**src/rtl/sram_arb_pkg.sv**
```systemverilog
// Shared types and defaults for the instr/data SRAM port arbiter.
package sram_arb_pkg;

    localparam logic [31:0] MEM_START_DEFAULT = 32'h0000_0000;
    localparam int unsigned MEM_SIZE_DEFAULT  = 64 * 1024;

    typedef enum logic {PortInstr = 1'b0, PortData = 1'b1} arb_port_e;

    typedef struct packed {
        logic      valid;
        arb_port_e port;
        logic      err;
    } arb_rsp_t;

    // Window test: the bits above the window size must match the base.
    function automatic logic addr_hit(input logic [31:0] addr,
                                      input logic [31:0] base,
                                      input logic [31:0] mask);
        return (addr & ~mask) == base;
    endfunction

endpackage

```
**src/rtl/sram_port_arbiter.sv**
```systemverilog
// Round-robin sharing of one single-port SRAM between the Ibex instr and data
// interfaces, with window checking and a sticky RAM-protocol error flag.
module sram_port_arbiter
    import sram_arb_pkg::*;
#(
    parameter logic [31:0] MemStart = MEM_START_DEFAULT,
    parameter int unsigned MemSize  = MEM_SIZE_DEFAULT
) (
    input  logic        clk_sys,
    input  logic        rst_sys_n,

    input  logic        instr_req_i,
    input  logic [31:0] instr_addr_i,
    output logic        instr_gnt_o,
    output logic        instr_rvalid_o,
    output logic        instr_err_o,
    output logic [31:0] instr_rdata_o,

    input  logic        data_req_i,
    input  logic        data_we_i,
    input  logic [3:0]  data_be_i,
    input  logic [31:0] data_addr_i,
    input  logic [31:0] data_wdata_i,
    output logic        data_gnt_o,
    output logic        data_rvalid_o,
    output logic        data_err_o,
    output logic [31:0] data_rdata_o,

    output logic        mem_req_o,
    output logic        mem_we_o,
    output logic [3:0]  mem_be_o,
    output logic [31:0] mem_addr_o,
    output logic [31:0] mem_wdata_o,
    input  logic        mem_rvalid_i,
    input  logic [31:0] mem_rdata_i,

    output logic        proto_err_o
);

    localparam logic [31:0] MemMask = 32'(MemSize - 1);

    arb_port_e   last_q, last_d;
    arb_rsp_t    rsp_q, rsp_d;
    logic        proto_err_q, proto_err_d;

    logic        instr_hit, data_hit;
    logic        gnt_instr, gnt_data;
    logic        rsp_hit;
    logic [31:0] rsp_rdata;

    assign instr_hit = addr_hit(instr_addr_i, MemStart, MemMask);
    assign data_hit  = addr_hit(data_addr_i, MemStart, MemMask);

    // Grant depends only on requests and the pointer, never on the RAM side.
    always_comb begin
        gnt_instr = 1'b0;
        gnt_data  = 1'b0;
        if (instr_req_i && data_req_i) begin
            if (last_q == PortData) gnt_instr = 1'b1;
            else                    gnt_data  = 1'b1;
        end else begin
            gnt_instr = instr_req_i;
            gnt_data  = data_req_i;
        end
    end

    assign instr_gnt_o = gnt_instr;
    assign data_gnt_o  = gnt_data;

    always_comb begin
        mem_req_o   = 1'b0;
        mem_we_o    = 1'b0;
        mem_be_o    = 4'h0;
        mem_addr_o  = 32'h0;
        mem_wdata_o = 32'h0;
        last_d      = last_q;
        rsp_d       = '0;
        if (gnt_instr) begin
            last_d = PortInstr;
            rsp_d  = '{valid: 1'b1, port: PortInstr, err: ~instr_hit};
            if (instr_hit) begin
                mem_req_o  = 1'b1;
                mem_be_o   = 4'hF;
                mem_addr_o = instr_addr_i;
            end
        end else if (gnt_data) begin
            last_d = PortData;
            rsp_d  = '{valid: 1'b1, port: PortData, err: ~data_hit};
            if (data_hit) begin
                mem_req_o   = 1'b1;
                mem_we_o    = data_we_i;
                mem_be_o    = data_be_i;
                mem_addr_o  = data_addr_i;
                mem_wdata_o = data_wdata_i;
            end
        end
    end

    // Error responses never touched the RAM, so they return zero data.
    assign rsp_hit   = rsp_q.valid & ~rsp_q.err;
    assign rsp_rdata = rsp_hit ? mem_rdata_i : 32'h0;

    assign instr_rvalid_o = rsp_q.valid & (rsp_q.port == PortInstr);
    assign instr_err_o    = instr_rvalid_o & rsp_q.err;
    assign instr_rdata_o  = instr_rvalid_o ? rsp_rdata : 32'h0;

    assign data_rvalid_o  = rsp_q.valid & (rsp_q.port == PortData);
    assign data_err_o     = data_rvalid_o & rsp_q.err;
    assign data_rdata_o   = data_rvalid_o ? rsp_rdata : 32'h0;

    // Missing response for a pending hit, or a response nobody asked for.
    always_comb begin
        proto_err_d = proto_err_q
                    | (rsp_hit & ~mem_rvalid_i)
                    | (mem_rvalid_i & ~rsp_hit);
    end

    assign proto_err_o = proto_err_q;

    always_ff @(posedge clk_sys or negedge rst_sys_n) begin
        if (!rst_sys_n) begin
            last_q      <= PortData;
            rsp_q       <= '0;
            proto_err_q <= 1'b0;
        end else begin
            last_q      <= last_d;
            rsp_q       <= rsp_d;
            proto_err_q <= proto_err_d;
        end
    end

endmodule

```
**config.mk**
```make
export PLATFORM = sky130hd
export DESIGN_NAME = sram_port_arbiter
export DESIGN_NICKNAME = d
export VERILOG_FILES = /design/src/rtl/sram_arb_pkg.sv /design/src/rtl/sram_port_arbiter.sv
export SDC_FILE = /design/constraint.sdc
export NUM_CORES = 1
export LEC_CHECK = 0
export ABC_CLOCK_PERIOD_IN_PS = 1600
export CELL_PAD_IN_SITES_DETAIL_PLACEMENT = 0
export CELL_PAD_IN_SITES_GLOBAL_PLACEMENT = 1
export CORE_UTILIZATION = 12
export DETAILED_ROUTE_END_ITERATION = 12
export PLACE_DENSITY = 0.73
export SLEW_MARGIN = 25
export SYNTH_ARGS = -nofsm -noshare
export SYNTH_HDL_FRONTEND = slang
export SYNTH_SLANG_ARGS = --single-unit
export TNS_END_PERCENT = 50
```
**constraint.sdc**
```tcl
create_clock -name clk_sys -period 1.6 [get_ports clk_sys]
set_input_delay 0.4 -clock clk_sys [delete_from_list [all_inputs] [get_ports clk_sys]]
set_output_delay 0.4 -clock clk_sys [all_outputs]
set_load 0.03 [all_outputs]
```
==> results of run 1 <==
sequential cells by signal (all words and copies together) (netlist names):
name and flops:
rsp_q 3, last_q 1, proto_err_o 1
worst min path at each step:
stage	to	slack (ps)	cells past startpoint
2_1_floorplan	proto_err_o	100	0
3_3_place_gp	proto_err_o	450	1
3_5_place_dp	proto_err_o	450	1
4_1_cts	proto_err_o	420	1
5_1_grt	proto_err_o	430	1
6_report	proto_err_o	410	1
cells in the final DEF (no fill, tap or decap), types with 2 or more instances in the layout:
cell type	count
clkdlybuf4s50_1	103
o32ai_4	16
buf_2	10
buf_4	9
buf_12	17
and2_1	33
clkdlybuf4s15_1	5
nor2b_4	2
buf_16	11
inv_1	52
nor3_4	32
o22ai_4	5
conb_1	16
buf_6	126
dlygate4sd2_1	3
dfrtp_1	3
clkbuf_16	5
nand2_1	20
and2b_4	4
clkbuf_2	12
and2_4	33
nor4_4	7
worst max-delay path, stage by stage:
cell and delay (ps):
dlygate4sd2_1 260, nor4_4 180, nand4_4 170, buf_6 160
buf_6 130, buf_12 150, o22ai_4 160, buf_6 150
metal layers:
layer	part of all wire (%)	global-route usage [%]	vias up
li1	-	-	1381
met1	34	13.84	1328
met2	56	26.28	156
met3	8.3	3.811	11
met4	0.95	1.961	0
met5	0	0	-
power breakdown:
| part | internal (µW) | total [µW] | switching [µW] |
|---|---|---|---|
| Combinational | 691 | 1380 | 684 |
| Clock | 330 | 409 | 79.4 |
| Sequential | 141 | 156 | 15.0 |
repair_timing:
item / CTS / global route
resized for setup: 231 / 46
pin swaps: 38 / 31
setup buffers: 11 / 2
setup endpoints to repair: 123 / 123
gates cloned: 12 / 3
area by class of cell:
class,instances,area (µm²)
Clock buffer,4,78.83
Sequential cell,5,127.6
Multi-Input combinational cell,182,2056
Timing Repair Buffer,300,3425
Tap cell,211,264.0
Fill cell,1452,9095
Inverter,54,212.7
kinds of logic (layout without fill, tap and decap cells):
group	count (synthesis)	count (layout)	share of synthesized area (%)
and+or+nand+nor	138	141	50.97
DFF	5	5	6.720
xor gates and xnor gates	1	1	0.4658
AOI/OAI and AO/OA	24	24	17.96
other	1	16	0.1994
buffers and inverters	90	358	23.69
per-stage QoR:
step	instances	setup WS, ps	util [%]	power (µW)	TNS [ps]
after floorplan	274	-301.1	-	780.3	-24250
after global placement	727	-764.0	34.10	1375	-52010
after detailed placement	727	-811.6	34.10	1388	-55370
after CTS	754	-701.1	40.22	1917	-46250
after global routing	756	-625.9	40.39	2049	-47510
final	756	-559.2	40.39	1941	-38420
==> impl_metrics.csv, run 1 <==
group,metric,value,unit
run_status,status,"finished, violations left",
run_status,violations,"negative setup slack",
worst_setup_path,startpoint,"data_addr_i[24]",
drt,num_vias,2876,
global_route,antenna_found_initial,0,
global_route,grt_pass1_wl,16.66,mm
cts,htree_levels,1,
worst_setup_path,reg2reg_to,"rsp_q[0]",
cts,cts.clk_slew.worst_paths,30,ps
power_and_ir_drop,vdd_drop_max,0.2351,mV
floorplan,die_h,127.2,µm
worst_setup_path,r2r_slack,240,ps
logic_synthesis,synth_commonest_cells,"and2_1 (66), inv_1 (54), nor3_2 (30), nand2_1 (22)",
drt,avgRoutedWirePerCell,14.49,µm
worst_setup_path,end_kind,"output pin",
logic_synthesis,yosys.cell_count.top_type,"and2_1",
floorplan,io_pins,279,
global_route,grt_pass1_vias,3025,
sta,hold_slack,405.5,ps
sta,hold_viol,0,
logic_synthesis,synth_seq_cells,5,
floorplan,rows,45,
cts,cts.sinks,5,
global_route,overflow,0,
cts,clockRootBuffer,"clkbuf_16",
worst_setup_path,critPathKind,"in -> out",
placed_design,io_buffer_count,262,
sta,fin_worst_skew,3.337,ps
drt,drt-vias-per-instance,3.804,
drt,drt_iter0_markers,41,
sta,rsz0062_at_grt,"true",
cts,cts_hold_buf,0,
logic_synthesis,syn_area_per_cell,7.261,µm²
final_layout,nets,684,
sta,min_period,2159,ps
drt,drtAntennaViolNets,0,
final_layout,areaGrowthSynthToFinish,227.7,%
flow_run,drv_cap,0,
logic_synthesis,synth_flop_cell,"dfrtp_1",
final_layout,final_cell_area,6163,µm²
sta,max_freq,0.4631,GHz
logic_synthesis,synth_warnings,0,
cts,worstSkewPairLatency,230,ps
placed_design,dpl.hpwl,8.000,mm
sta,period_share,135.0,%
global_route,grt_max_degree,23,
cts,clock_path_buffers,2,
power_and_ir_drop,leakagePower,0.002727,µW
floorplan,die_area,16180,µm²
sta,fin_ws,-559.2,ps
final_layout,antenna_cells,0,
floorplan,start_util,12.32,%
logic_synthesis,syn_area,1881,µm²
drt,wl,10.95,mm
cts,cts_inserted_buffers,3,
worst_setup_path,cp.required,1200,ps
power_and_ir_drop,power_density,314.9,nW/µm²
sta,setup_viol,122,
logic_synthesis,synth_top_cell_by_area,"and2_1",
logic_synthesis,synthArstFlopShare,100.0,%
placed_design,dpl_cell_area,5202,µm²
worst_setup_path,crit_fanout,6,
logic_synthesis,ys_types,28,
logic_synthesis,synth_top_area_share,21.96,%
min_path,min_path_type,"in -> async",
drt,firstDrtPassIters,4,
cts,cts_tree,"yes",
logic_synthesis,synthTopCellsByArea,"and2_1 (22%), nor3_2 (16%), o32ai_2 (14%)",
logic_synthesis,synth_edf_count,0,
placed_design,place.gp.congestion,0.7340,
global_route,grt_usage,13.22,%
worst_setup_path,crit_end,"mem_req_o",
worst_setup_path,r2r_start,"last_q",
worst_setup_path,cp-start-kind,"input port",
sta,maxSlewViolCount,0,
worst_setup_path,reg2reg_depth,5,
logic_synthesis,syn_inst,259,
floorplan,dieWidth,127.2,µm
drt,drc_errors,0,
final_layout,drive_gt1_share,55.23,%
worst_setup_path,crit_arrival,1760,ps
logic_synthesis,ys_seq_area_share,6.720,%
floorplan,coreArea,15260,µm²
(Power assumes the default switching activity.)
==> run 2: changes to the inputs <==
ABC_CLOCK_PERIOD_IN_PS = 2800   (was 1600)
CORE_UTILIZATION = 15   (was 12)
PLACE_DENSITY = 0.85   (was 0.73)
clock period = 2.8 ns   (was 1.6 ns; I/O delays follow)
==> run 2 against run 1 <==
The run now ends clean. Largest power group unchanged. Register-to-register slack better by 1200 ps. Flip-flop and latch count stayed put. Highest routed layer unchanged. Via count is 4.9% lower. Clock power is 43% lower. Critical path depth is 1 lower. Sequential power is 45% lower. Hold slack better by 57 ps. Largest cell class unchanged. Non-clock buffer count is 17 lower. Cell area is 20% lower. Clock-buffer cell count is 1 lower. Critical endpoint is now mem_addr_o[5]. Die area is 20% lower.
==> impl_metrics.csv, run 2 (synthesis gave the netlist of run 1 again) <==
group,metric,value,unit
placed_design,dpl.hpwl,7.847,mm
worst_setup_path,critPathKind,"in -> out",
drt,firstDrtPassIters,4,
power_and_ir_drop,vdd_drop_max,0.1143,mV
final_layout,areaGrowthSynthToFinish,162.8,%
drt,drt-vias-per-instance,3.947,
placed_design,io_buffer_count,262,
final_layout,top_register,"rsp_q",
final_layout,final_cell_mix,"clkdlybuf4s50_1 (142), buf_4 (76), and2_1 (66)",
global_route,antenna_found_initial,0,
final_layout,layout.cells.most_common,"clkdlybuf4s50_1",
sta,period_share,98.60,%
drt,avgRoutedWirePerCell,13.87,µm
final_layout,antenna_cells,0,
global_route,grt_max_degree,33,
final_layout,fin_cells,693,
floorplan,coreArea,12110,µm²
worst_setup_path,cpMostUsedCell,"buf_6",
worst_setup_path,critical_path.cell_chain,"clkbuf_2 > nor4_2 > nand4_1 > buf_6 > buf_12 > o32ai_4 > buf_6",
global_route,grt_usage,13.37,%
drt,drt_iter0_markers,43,
floorplan,dieWidth,114.0,µm
drt,num_vias,2735,
global_route,grt_pass1_wl,13.72,mm
worst_setup_path,cp.required,2100,ps
drt,drc_errors,0,
placed_design,place_inst,679,
cts,cts.clk_slew.worst_paths,30,ps
drt,drtAntennaViolNets,0,
cts,cts_tree,"yes",
floorplan,start_util,15.53,%
global_route,overflow,0,
worst_setup_path,slowest_delay,330,ps
cts,cts_inserted_buffers,3,
cts,htree_levels,1,
flow_run,drv_cap,0,
cts,clock_path_buffers,2,
placed_design,place.gp.congestion,0.8892,
min_path,min_path_type,"reg -> reg",
cts,worstSkewPairLatency,230,ps
worst_setup_path,cp-start-kind,"input port",
global_route,grt_pass1_vias,2732,
final_layout,drive_gt1_share,36.76,%
sta,max_freq,0.3622,GHz
worst_setup_path,crit_fanout,7,
final_layout,nets,664,
sta,fin_worst_skew,2.246,ps
worst_setup_path,cpMaxStageDelayCell,"nor4_2",
worst_setup_path,crit_arrival,2060,ps
floorplan,die_area,12990,µm²
cts,clockRootBuffer,"clkbuf_16",
drt,wl,9.612,mm
floorplan,io_pins,279,
final_layout,largest_reg_flops,3,
power_and_ir_drop,leakagePower,0.002225,µW
floorplan,rows,40,
run_status,status,"completed",
sta,min_period,2761,ps
power_and_ir_drop,power_density,190.3,nW/µm²
worst_setup_path,end_kind,"output pin",
sta,setup_viol,0,
sta,maxSlewViolCount,0,
cts,cts.sinks,5,
sta,hold_viol,0,
power_and_ir_drop,power,940.7,µW
floorplan,die_h,114.0,µm
run 2: critical path: cells and delay by family:
kind	cells	cell delay, ps
compound gates	1	280
simple gates	2	500
buf+inv	4	570
run 2: power breakdown:
group	internal (µW)	switching (µW)
Sequential	80.1	5.25
Clock	187	48.7
Combinational	304	316
Total	571	370
run 2: layer usage:
layer | track usage, % | vias up | wire, µm
li1 | - | 1323 | -
met4 | 3.896 | 0 | 104
met2 | 25.94 | 176 | 5281
met3 | 2.657 | 8 | 824
met1 | 14.46 | 1228 | 3402
met5 | 0 | - | 0
run 2: through the flow:
step	utilization [%]	cell area, µm²	hold slack, ps	setup WS, ps	setup TNS, ps
floorplan	-	1937	404.4	124.9	0
global placement	37.12	4496	453.4	-195.9	-7928
detailed placement	37.12	4496	459.6	-231.5	-9268
CTS	39.27	4756	465.5	6.578	0
global route	40.81	4942	494.8	-41.60	-41.60
finish	40.81	4942	462.6	39.08	0
run 2: final timing paths:
kind / start / to / slack [ps] / cells after the start
hold / removal: proto_err_o / proto_err_o / 460 / 1
max in group asynchronous: rst_sys_n / last_q / 1840 / 1
min in group asynchronous: rst_sys_n / rsp_q[2] / 700 / 1
hold reg to reg: proto_err_o / proto_err_o / 460 / 1
setup / recovery: instr_addr_i[19] / mem_addr_o[5] / 40 / 7
setup reg to reg: last_q / rsp_q[0] / 1460 / 5
run 2: layout make-up:
cell class | instances | area [µm²]
Sequential cell | 5 | 126.4
Inverter | 54 | 205.2
Clock inverter | 1 | 5.005
Tap cell | 168 | 210.2
Clock buffer | 3 | 75.07
Multi-Input combinational cell | 179 | 1555
Timing Repair Buffer | 283 | 2765
Fill cell | 1238 | 7169
run 2: repair_timing:
| action | CTS | global route |
|---|---|---|
| setup endpoints to repair | 54 | 49 |
| setup buffers | 5 | 0 |
| hold buffers | 0 | 0 |
| gates resized for setup | 58 | 65 |
| cloned | 4 | 2 |
| pin swaps | 11 | 13 |
